--- config.mk ---
export PLATFORM = sky130hd
export DESIGN_NAME = mesi_bus_arbiter_flat
export DESIGN_NICKNAME = d
export VERILOG_FILES = /design/src/rtl/mesi_bus_arbiter_if.sv /design/src/rtl/mesi_bus_arbiter.sv /design/src/flat_wrapper.sv
export SDC_FILE = /design/constraint.sdc
export NUM_CORES = 1
export LEC_CHECK = 0
export ABC_AREA = 1
export ABC_CLOCK_PERIOD_IN_PS = 1700
export CAP_MARGIN = 20
export CORE_ASPECT_RATIO = 0.8
export CORE_MARGIN = 4
export CORE_UTILIZATION = 47
export DETAILED_ROUTE_END_ITERATION = 8
export PLACE_DENSITY_LB_ADDON = 0.3
export SYNTH_ARGS = -nofsm -noshare
export SYNTH_HDL_FRONTEND = slang
export SYNTH_SLANG_ARGS = --single-unit
export TNS_END_PERCENT = 50
--- constraint.sdc ---
create_clock -name clk -period 1.7 [get_ports clk]
set_input_delay 0.51 -clock clk [delete_from_list [all_inputs] [get_ports clk]]
set_output_delay 0.51 -clock clk [all_outputs]
set_load 0.05 [all_outputs]
--- src/rtl/mesi_bus_arbiter_if.sv ---
// Snoop-bus signal bundle shared by the MESI bus arbiter and its N cache controllers.
// The arbiter side uses the master modport; the cache side uses slave.
interface mesi_bus_arbiter_if #(
    parameter int N = 4
);
    logic [N-1:0] req_rd;
    logic [N-1:0] req_wr;
    logic [N-1:0] snoop_hit;
    logic [N-1:0] grant;
    logic [N-1:0] BR;
    logic [N-1:0] BW;
    logic [N-1:0] S;
    logic [N-1:0] done;
    logic         busy;

    modport master (
        input  req_rd, req_wr, snoop_hit,
        output grant, BR, BW, S, done, busy
    );

    modport slave (
        output req_rd, req_wr, snoop_hit,
        input  grant, BR, BW, S, done, busy
    );
endinterface

--- src/rtl/mesi_bus_arbiter.sv ---
// Round-robin snoop-bus arbiter for MESI caches: IDLE -> BCAST -> SNOOP x SNOOP_LAT -> RESP.
// Every bus output is a register, loaded on the edge that enters the state it belongs to.
module mesi_bus_arbiter #(
    parameter int N         = 4,
    parameter int SNOOP_LAT = 1
) (
    input  logic                  clk,
    input  logic                  reset,
    mesi_bus_arbiter_if.master    bus
);
    localparam int IW = (N > 1) ? $clog2(N) : 1;
    localparam int CW = $clog2(SNOOP_LAT + 1);

    typedef enum logic [1:0] {IDLE, BCAST, SNOOP, RESP} state_t;

    state_t        state;
    logic [IW-1:0] ptr;
    logic [IW-1:0] winner;
    logic          op_wr;
    logic          hit;
    logic          mask_last;
    logic [CW-1:0] cnt;

    logic [N-1:0]  win_oh;
    logic [N-1:0]  pick_oh;
    logic [N-1:0]  elig;
    logic [IW-1:0] pick;
    logic          found;
    logic          hit_nxt;
    logic [IW-1:0] ptr_nxt;

    assign win_oh  = N'(1) << winner;
    assign pick_oh = N'(1) << pick;
    // The just-finished winner sits out one IDLE cycle so a late-dropped request is not re-served.
    assign elig    = (bus.req_rd | bus.req_wr) & ~(mask_last ? win_oh : '0);
    assign hit_nxt = hit | (|(bus.snoop_hit & ~win_oh));
    assign ptr_nxt = (winner == IW'(N - 1)) ? '0 : winner + 1'b1;

    always_comb begin : rr_search
        int j;
        pick  = '0;
        found = 1'b0;
        j     = 0;
        for (int k = 0; k < N; k++) begin
            j = int'(ptr) + k;
            if (j >= N) j = j - N;
            if (!found && elig[j]) begin
                found = 1'b1;
                pick  = IW'(j);
            end
        end
    end

    always_ff @(posedge clk or negedge reset) begin
        if (!reset) begin
            state     <= IDLE;
            ptr       <= '0;
            winner    <= '0;
            op_wr     <= 1'b0;
            hit       <= 1'b0;
            mask_last <= 1'b0;
            cnt       <= '0;
            bus.grant <= '0;
            bus.BR    <= '0;
            bus.BW    <= '0;
            bus.S     <= '0;
            bus.done  <= '0;
            bus.busy  <= 1'b0;
        end else begin
            case (state)
                IDLE: begin
                    mask_last <= 1'b0;
                    if (found) begin
                        winner    <= pick;
                        op_wr     <= bus.req_wr[pick];
                        state     <= BCAST;
                        bus.grant <= pick_oh;
                        bus.BR    <= bus.req_wr[pick] ? '0 : ~pick_oh;
                        bus.BW    <= bus.req_wr[pick] ? ~pick_oh : '0;
                        bus.busy  <= 1'b1;
                    end
                end
                BCAST: begin
                    bus.BR <= '0;
                    bus.BW <= '0;
                    cnt    <= '0;
                    state  <= SNOOP;
                end
                SNOOP: begin
                    hit <= hit_nxt;
                    cnt <= cnt + 1'b1;
                    if (cnt == CW'(SNOOP_LAT - 1)) begin
                        state    <= RESP;
                        bus.done <= win_oh;
                        bus.S    <= (!op_wr && hit_nxt) ? win_oh : '0;
                    end
                end
                RESP: begin
                    bus.done  <= '0;
                    bus.S     <= '0;
                    bus.grant <= '0;
                    bus.busy  <= 1'b0;
                    hit       <= 1'b0;
                    ptr       <= ptr_nxt;
                    mask_last <= 1'b1;
                    state     <= IDLE;
                end
                default: state <= IDLE;
            endcase
        end
    end
endmodule

--- src/flat_wrapper.sv ---
// flat-port wrapper written by rule: the top's interface ports become plain ports
module mesi_bus_arbiter_flat 
#(
    parameter int N         = 4,
    parameter int SNOOP_LAT = 1
)
  (clk, reset, bus_req_rd, bus_req_wr, bus_snoop_hit, bus_grant, bus_BR, bus_BW, bus_S, bus_done, bus_busy);
  mesi_bus_arbiter_if #(.N(N)) bus_i ();
  input  logic clk;
  input  logic reset;
  input wire logic [$bits(bus_i.req_rd)-1:0] bus_req_rd;
  input wire logic [$bits(bus_i.req_wr)-1:0] bus_req_wr;
  input wire logic [$bits(bus_i.snoop_hit)-1:0] bus_snoop_hit;
  output wire logic [$bits(bus_i.grant)-1:0] bus_grant;
  output wire logic [$bits(bus_i.BR)-1:0] bus_BR;
  output wire logic [$bits(bus_i.BW)-1:0] bus_BW;
  output wire logic [$bits(bus_i.S)-1:0] bus_S;
  output wire logic [$bits(bus_i.done)-1:0] bus_done;
  output wire logic [$bits(bus_i.busy)-1:0] bus_busy;
  assign bus_i.req_rd = bus_req_rd;
  assign bus_i.req_wr = bus_req_wr;
  assign bus_i.snoop_hit = bus_snoop_hit;
  assign bus_grant = bus_i.grant;
  assign bus_BR = bus_i.BR;
  assign bus_BW = bus_i.BW;
  assign bus_S = bus_i.S;
  assign bus_done = bus_i.done;
  assign bus_busy = bus_i.busy;
  mesi_bus_arbiter #(.N(N), .SNOOP_LAT(SNOOP_LAT)) u_core (.clk(clk), .reset(reset), .bus(bus_i));
endmodule
-- Word level (Yosys, flattened, before mapping)
Index checks and enable logic that the tools add are counted.
- bitwise operators: 7
- reductions and logical operators: 19
- eq/ne operators: 6
- muxes and demuxes: 49
- shift-type cells: 2
- order comparisons: 9
- add/sub/neg operators: 9
- operators with widths (cell ; count):
    32-bit by 4-bit less-than comparator with 1-bit output, second input constant ; 4
    32-bit 2-to-1 mux ; 4
    32-bit by 4-bit >= comparator with 1-bit output, second input constant ; 3
    32-bit by 4-bit subtractor with 32-bit output, second input constant ; 3
    4-bit case mux with 2 select lines ; 5
    4-bit 2-to-1 mux ; 9
    1-bit 2-to-1 mux ; 14
    2-bit 2-to-1 mux ; 7
    4-bit NOT ; 3
    1-bit binary-select mux with 2-bit select ; 5
    2-bit AND reduction ; 5
    4-bit bitwise AND ; 2
    1-bit case mux with 2 select lines ; 4
    2-bit case mux with 4 select lines ; 1
    2-bit nonzero test ; 4
    1-bit by 2-bit << shifter with 4-bit output, first input constant ; 2
    2-bit by 2-bit adder with 3-bit output, second input constant ; 2
    2-bit == test, second input constant ; 3
    1-bit logical AND ; 4
    1-bit zero test ; 4
    4-bit bitwise OR ; 1
    4-bit OR reduction ; 1
    2-bit by 3-bit subtractor with 4-bit output, second input constant ; 1
    2-bit by 1-bit adder with 3-bit output, second input constant ; 1
    9 further kinds ; 9
- input bits: 14
- register bits: 31
- output and inout bits: 21

-- Logic depth before layout (Yosys ltp)
- word-level depth: 22
- gate-level depth with buffers: 16
- mapped depth without buffers: 15

-- Worst setup path after synthesis
Ideal clock, no wire load.
- path kind: register to register
- start: register u_core.winner[0]
- end: register u_core.bus.BR[0]
- period minus slack after synthesis: 1.875 ns
- path buffers: 1
- path slack: -0.175 ns
- library setup time: 0.118 ns
- arrival: 1.757 ns
- cell stages (with the launch flop): 16
- path through: dfrtp_1 -> inv_1 -> ha_1 -> nand2_1 -> nand3_1 -> nand2_1 -> nand2_1 -> nand2_1 -> nand4_1 -> nand2_2 -> nand2_2 -> buf_6 -> nand2_1 -> nand3_2 -> nand3_1 -> nand2_1
- cells in the longest elaborated chain, start to end: 22
- elaborated cells on any way between the ends: 39
- those cells by class: eq/ne (1); shift (2); mux (26); bitwise (3); reduce/logical (7)
- ends and longest elaborated chain (element ; line ; RTL):
    start, declared ; mesi_bus_arbiter.sv:18 ; logic [IW-1:0] winner;
    start signal, assigned ; mesi_bus_arbiter.sv:74 ; winner <= pick;
    1-bit by 2-bit << shifter with 4-bit output (*) ; mesi_bus_arbiter.sv:32 ; assign win_oh = N'(1) << winner;
    4-bit 2-to-1 mux (*) ; mesi_bus_arbiter.sv:35 ; assign elig = (bus.req_rd | bus.req_wr) & ~(mask_last ? win_oh : '0);
    4-bit NOT (*) ; mesi_bus_arbiter.sv:35 ;
    4-bit bitwise AND (*) ; mesi_bus_arbiter.sv:35 ;
    1-bit binary-select mux with 2-bit select ; mesi_bus_arbiter.sv:47 ; if (!found && elig[j]) begin
    1-bit 2-to-1 mux (not written as such) (2 in series) ; mesi_bus_arbiter.sv:47 ;
    1-bit 2-to-1 mux ; mesi_bus_arbiter.sv:47 ;
    1-bit zero test ; mesi_bus_arbiter.sv:47 ;
    (+5 left out) ; n/a ;
    1-bit zero test ; mesi_bus_arbiter.sv:47 ;
    1-bit logical AND ; mesi_bus_arbiter.sv:47 ;
    2-bit 2-to-1 mux ; mesi_bus_arbiter.sv:47 ;
    1-bit binary-select mux with 2-bit select / 1-bit by 2-bit << shifter with 4-bit output (equally long branches) ; mesi_bus_arbiter.sv:78, mesi_bus_arbiter.sv:33 ;
    1-bit 2-to-1 mux (not written as such) / 4-bit NOT (equally long branches) ; mesi_bus_arbiter.sv:78 ; bus.BR <= bus.req_wr[pick] ? '0 : ~pick_oh;
    4-bit 2-to-1 mux ; mesi_bus_arbiter.sv:78 ;
    4-bit 2-to-1 mux ; mesi_bus_arbiter.sv:73 ; if (found) begin
    4-bit case mux with 2 select lines ; mesi_bus_arbiter.sv:70 ; case (state)
    end signal, assigned ; mesi_bus_arbiter.sv:78 ;
    end, declared ; mesi_bus_arbiter_if.sv:18 ; output grant, BR, BW, S, done, busy
Every way passes the cells marked *; elsewhere a longest branch is shown, timed or not. The select of a mux whose other input is x is not followed.
A chain may end at the register's enable or synchronous reset.

-- Worst setup path in the final report
- start: register u_core.winner[0]
- end: register u_core.bus.BR[2]
Same word-level chain as after synthesis.

==> summary.txt <==
Outcome: finished, violations left
Failing checks: negative setup slack
Fmax: 452 MHz
Cts bufs inserted: 5
Most instantiated cells after synthesis: 52 x nand2_1, 39 x nand3_1, 32 x inv_1
Detail Route met2 WL: 3750 um
Gp weighted congestion: 0.893
Number of remaining DRC errors: 0
Largest stage delay, worst path: 0.48 ns
M1 WL: 2900 um
Starting Density: 49.1%
Slew Limit Fails: 0
HPWL Detailed: 3750 um
Crit path DAT: 2.40 ns
Wire length on met3: 621 um
Crit path max-delay cell type: dfrtp_2
Crit-path cells: inv_4 -> ha_4 -> nand2_4 -> nand3_4 -> nand3_1 -> nand2_2 -> nand3b_1 -> nand2_4 -> inv_1 -> nand2_4 -> buf_4 -> a21oi_4 -> nand3_2 -> nand2_1
Top area cells in the synthesized netlist: dfrtp_1 41%, nand3_1 10%, nand2_1 10%, inv_1 6.4%, ha_1 5.3%
Final worst slack: -0.511 ns
Synth warnings: 0
Dpl cell area: 2810 um^2
Vias: 2175
Critical path class: register to register
Worst clock skew: 0.00493 ns
Post-route ant nets: 0
Layout Nets: 337
Tcrit/Tclk final: 130%
Antenna cells: 0
Share of cells above drive strength 1: 55.4%
Post-synth top area cell: dfrtp_1
Worst endpoint required time: 1.89 ns
Final hold vios: 0
Die ar.: 5080 um^2
I/O pins: 35
Top-count cell post-synth: nand2_1
GR Overflow Total: 0
Mean post-synth cell area: 7.90 um^2
GRT Total Usage: 26.9%
Max Root-Sink Buffers: 2
Mapped Cells: 238
Post-synth EDFFs: 0
WHS: 0.506 ns
Slew HR: 67.6%
Top cell type's share of synthesized area: 41.3%
Worst Setup End Kind: register
Minimum clock period: 2.21 ns
Most frequent CP cell: nand2_4
Pin count of the biggest net entering global routing: 32
Area growth syn-to-layout: 81.3%
CP Launch Type: register
Crit Path Max Fanout: 5
RSZ-0062 raised after global routing: yes
Clock tree root driver cell: clkbuf_8
First-pass GRT wire length: 10300 um
R2R Setup Slk: -0.51 ns
DRT iter0 DRCs: 399
Synth cell types: 29
CTS tree: yes
Wire per inst: 20.6 um
H-tree lvl count: 2
Die X: 78.7 um
Worst-Skew Late Latency: 0.30 ns
Setup TNS: -7.90 ns
Post-synth top flop: dfrtp_1
Vias in the first global route: 2105
Final wirelength: 7630 um
Die height: 64.6 um
Antenna violations before repair: 0
Uppermost routed layer: met4
Number of synthesized register bits: 31
Max Cap Viol: 0
Clk sinks: 31
Post-Syn Area: 1880 um^2
Register area share after synthesis: 41.3%
Tightest Hold Check Type: register to register
Final instance area: 3410 um^2
Core ar.: 3830 um^2
Drt first pass iters: 5
Port bufs: 34
Post-Synthesis Net Count: 260
Reg clk slew, reported paths: 0.07 ns
Ys async rst share: 100%
Final setup fails: 23
Vias per Instance: 5.86
Row count: 20
Slew @ Worst Pin: 0.486 ns
Layout fillers: 152
## metrics by stage
step | worst slack (ns) | utilization (%) | instances
2_1_floorplan | -0.124 | - | 238
3_3_place_gp | -0.671 | 73.4 | 354
3_5_place_dp | -0.811 | 73.4 | 354
4_1_cts | -0.280 | 82.5 | 366
5_1_grt | -0.575 | 89.1 | 371
6_report | -0.511 | 89.1 | 371
## sequential cells by signal (all words and copies together), names as in the netlist
name and cells:
u_core.bus.BR 4, u_core.bus.BW 4, u_core.bus.S 4, u_core.bus.done 4
u_core.bus.grant 4, u_core.ptr 2, u_core.state 2, u_core.winner 2
u_core.bus.busy 1, u_core.cnt 1, u_core.hit 1, u_core.mask_last 1
u_core.op_wr 1
## critical path, delay by kind of cell, from the launching register on
kind / cells / cell delay, ns
flip-flops: 1 / 0.48
adder cells (fa/ha/maj): 1 / 0.15
AND/OR/NAND/NOR: 9 / 1.05
AO/OA/AOI/OAI: 1 / 0.06
buffers and inverters: 3 / 0.34
## layer usage
metal / global-route usage, % / vias to the layer above
li1: - / 933
met1: 32.9 / 1058
met2: 43.3 / 142
met3: 6.94 / 42
met4: 14.8 / 0
met5: 0 / -
## worst paths after layout
check                                        startpoint                      endpoint  cells past startpoint
hold / removal                   u_core.cnt$_DFFE_PN0P_        u_core.cnt$_DFFE_PN0P_                      1
max in group asynchronous                         reset  u_core.winner[1]$_DFFE_PN0P_                      2
setup / recovery           u_core.winner[0]$_DFFE_PN0P_  u_core.bus.BR[2]$_DFFE_PN0P_                     14
setup reg to reg           u_core.winner[0]$_DFFE_PN0P_  u_core.bus.BR[2]$_DFFE_PN0P_                     14
min in group asynchronous                         reset  u_core.bus.BR[3]$_DFFE_PN0P_                      2
hold reg to reg                  u_core.cnt$_DFFE_PN0P_        u_core.cnt$_DFFE_PN0P_                      1
## what timing repair did
action	in CTS	in global routing
resized for setup	65	45
setup buffers	3	5
pin swaps	31	27
hold buffers	0	0
setup endpoints to repair	18	26
gates cloned	1	0
## cells in the final DEF (no fill, tap or decap), types with 8 or more instances in the layout
cell type / netlist / routed
dfrtp_1: 31 / 28
nand3_1: 39 / 19
nand3_4: 1 / 15
dlygate4sd2_1: 0 / 8
buf_4: 0 / 35
nand2_1: 52 / 23
nand2_2: 7 / 24
o21ai_0: 9 / 8
nand2_4: 2 / 14
buf_12: 0 / 22
inv_1: 32 / 28
nand3_2: 7 / 13
nor2_4: 1 / 8
## logic make-up after synthesis
group | after synthesis | synth area share, %
and+or+nand+nor | 125 | 34.2
buffers and inverters | 44 | 10.0
DFF | 31 | 41.3
AOI/OAI and AO/OA | 30 | 9.18
adders and majority gates | 8 | 5.32
## final cells by class
| class | count | area (um^2) | share of cell area (%) |
|---|---|---|---|
| multi-input combinational | 164 | 1440 | 42.2 |
| timing repair buffer | 75 | 880 | 25.8 |
| sequential | 31 | 779 | 22.9 |
| inverter | 38 | 158 | 4.62 |
| clock buffer | 6 | 72.6 | 2.13 |
| tap | 55 | 68.8 | 2.02 |
| clock inverter | 2 | 12.5 | 0.367 |
Power is not shown: default switching activity piles up to over one toggle a cycle in this logic, so the estimate is an artifact.
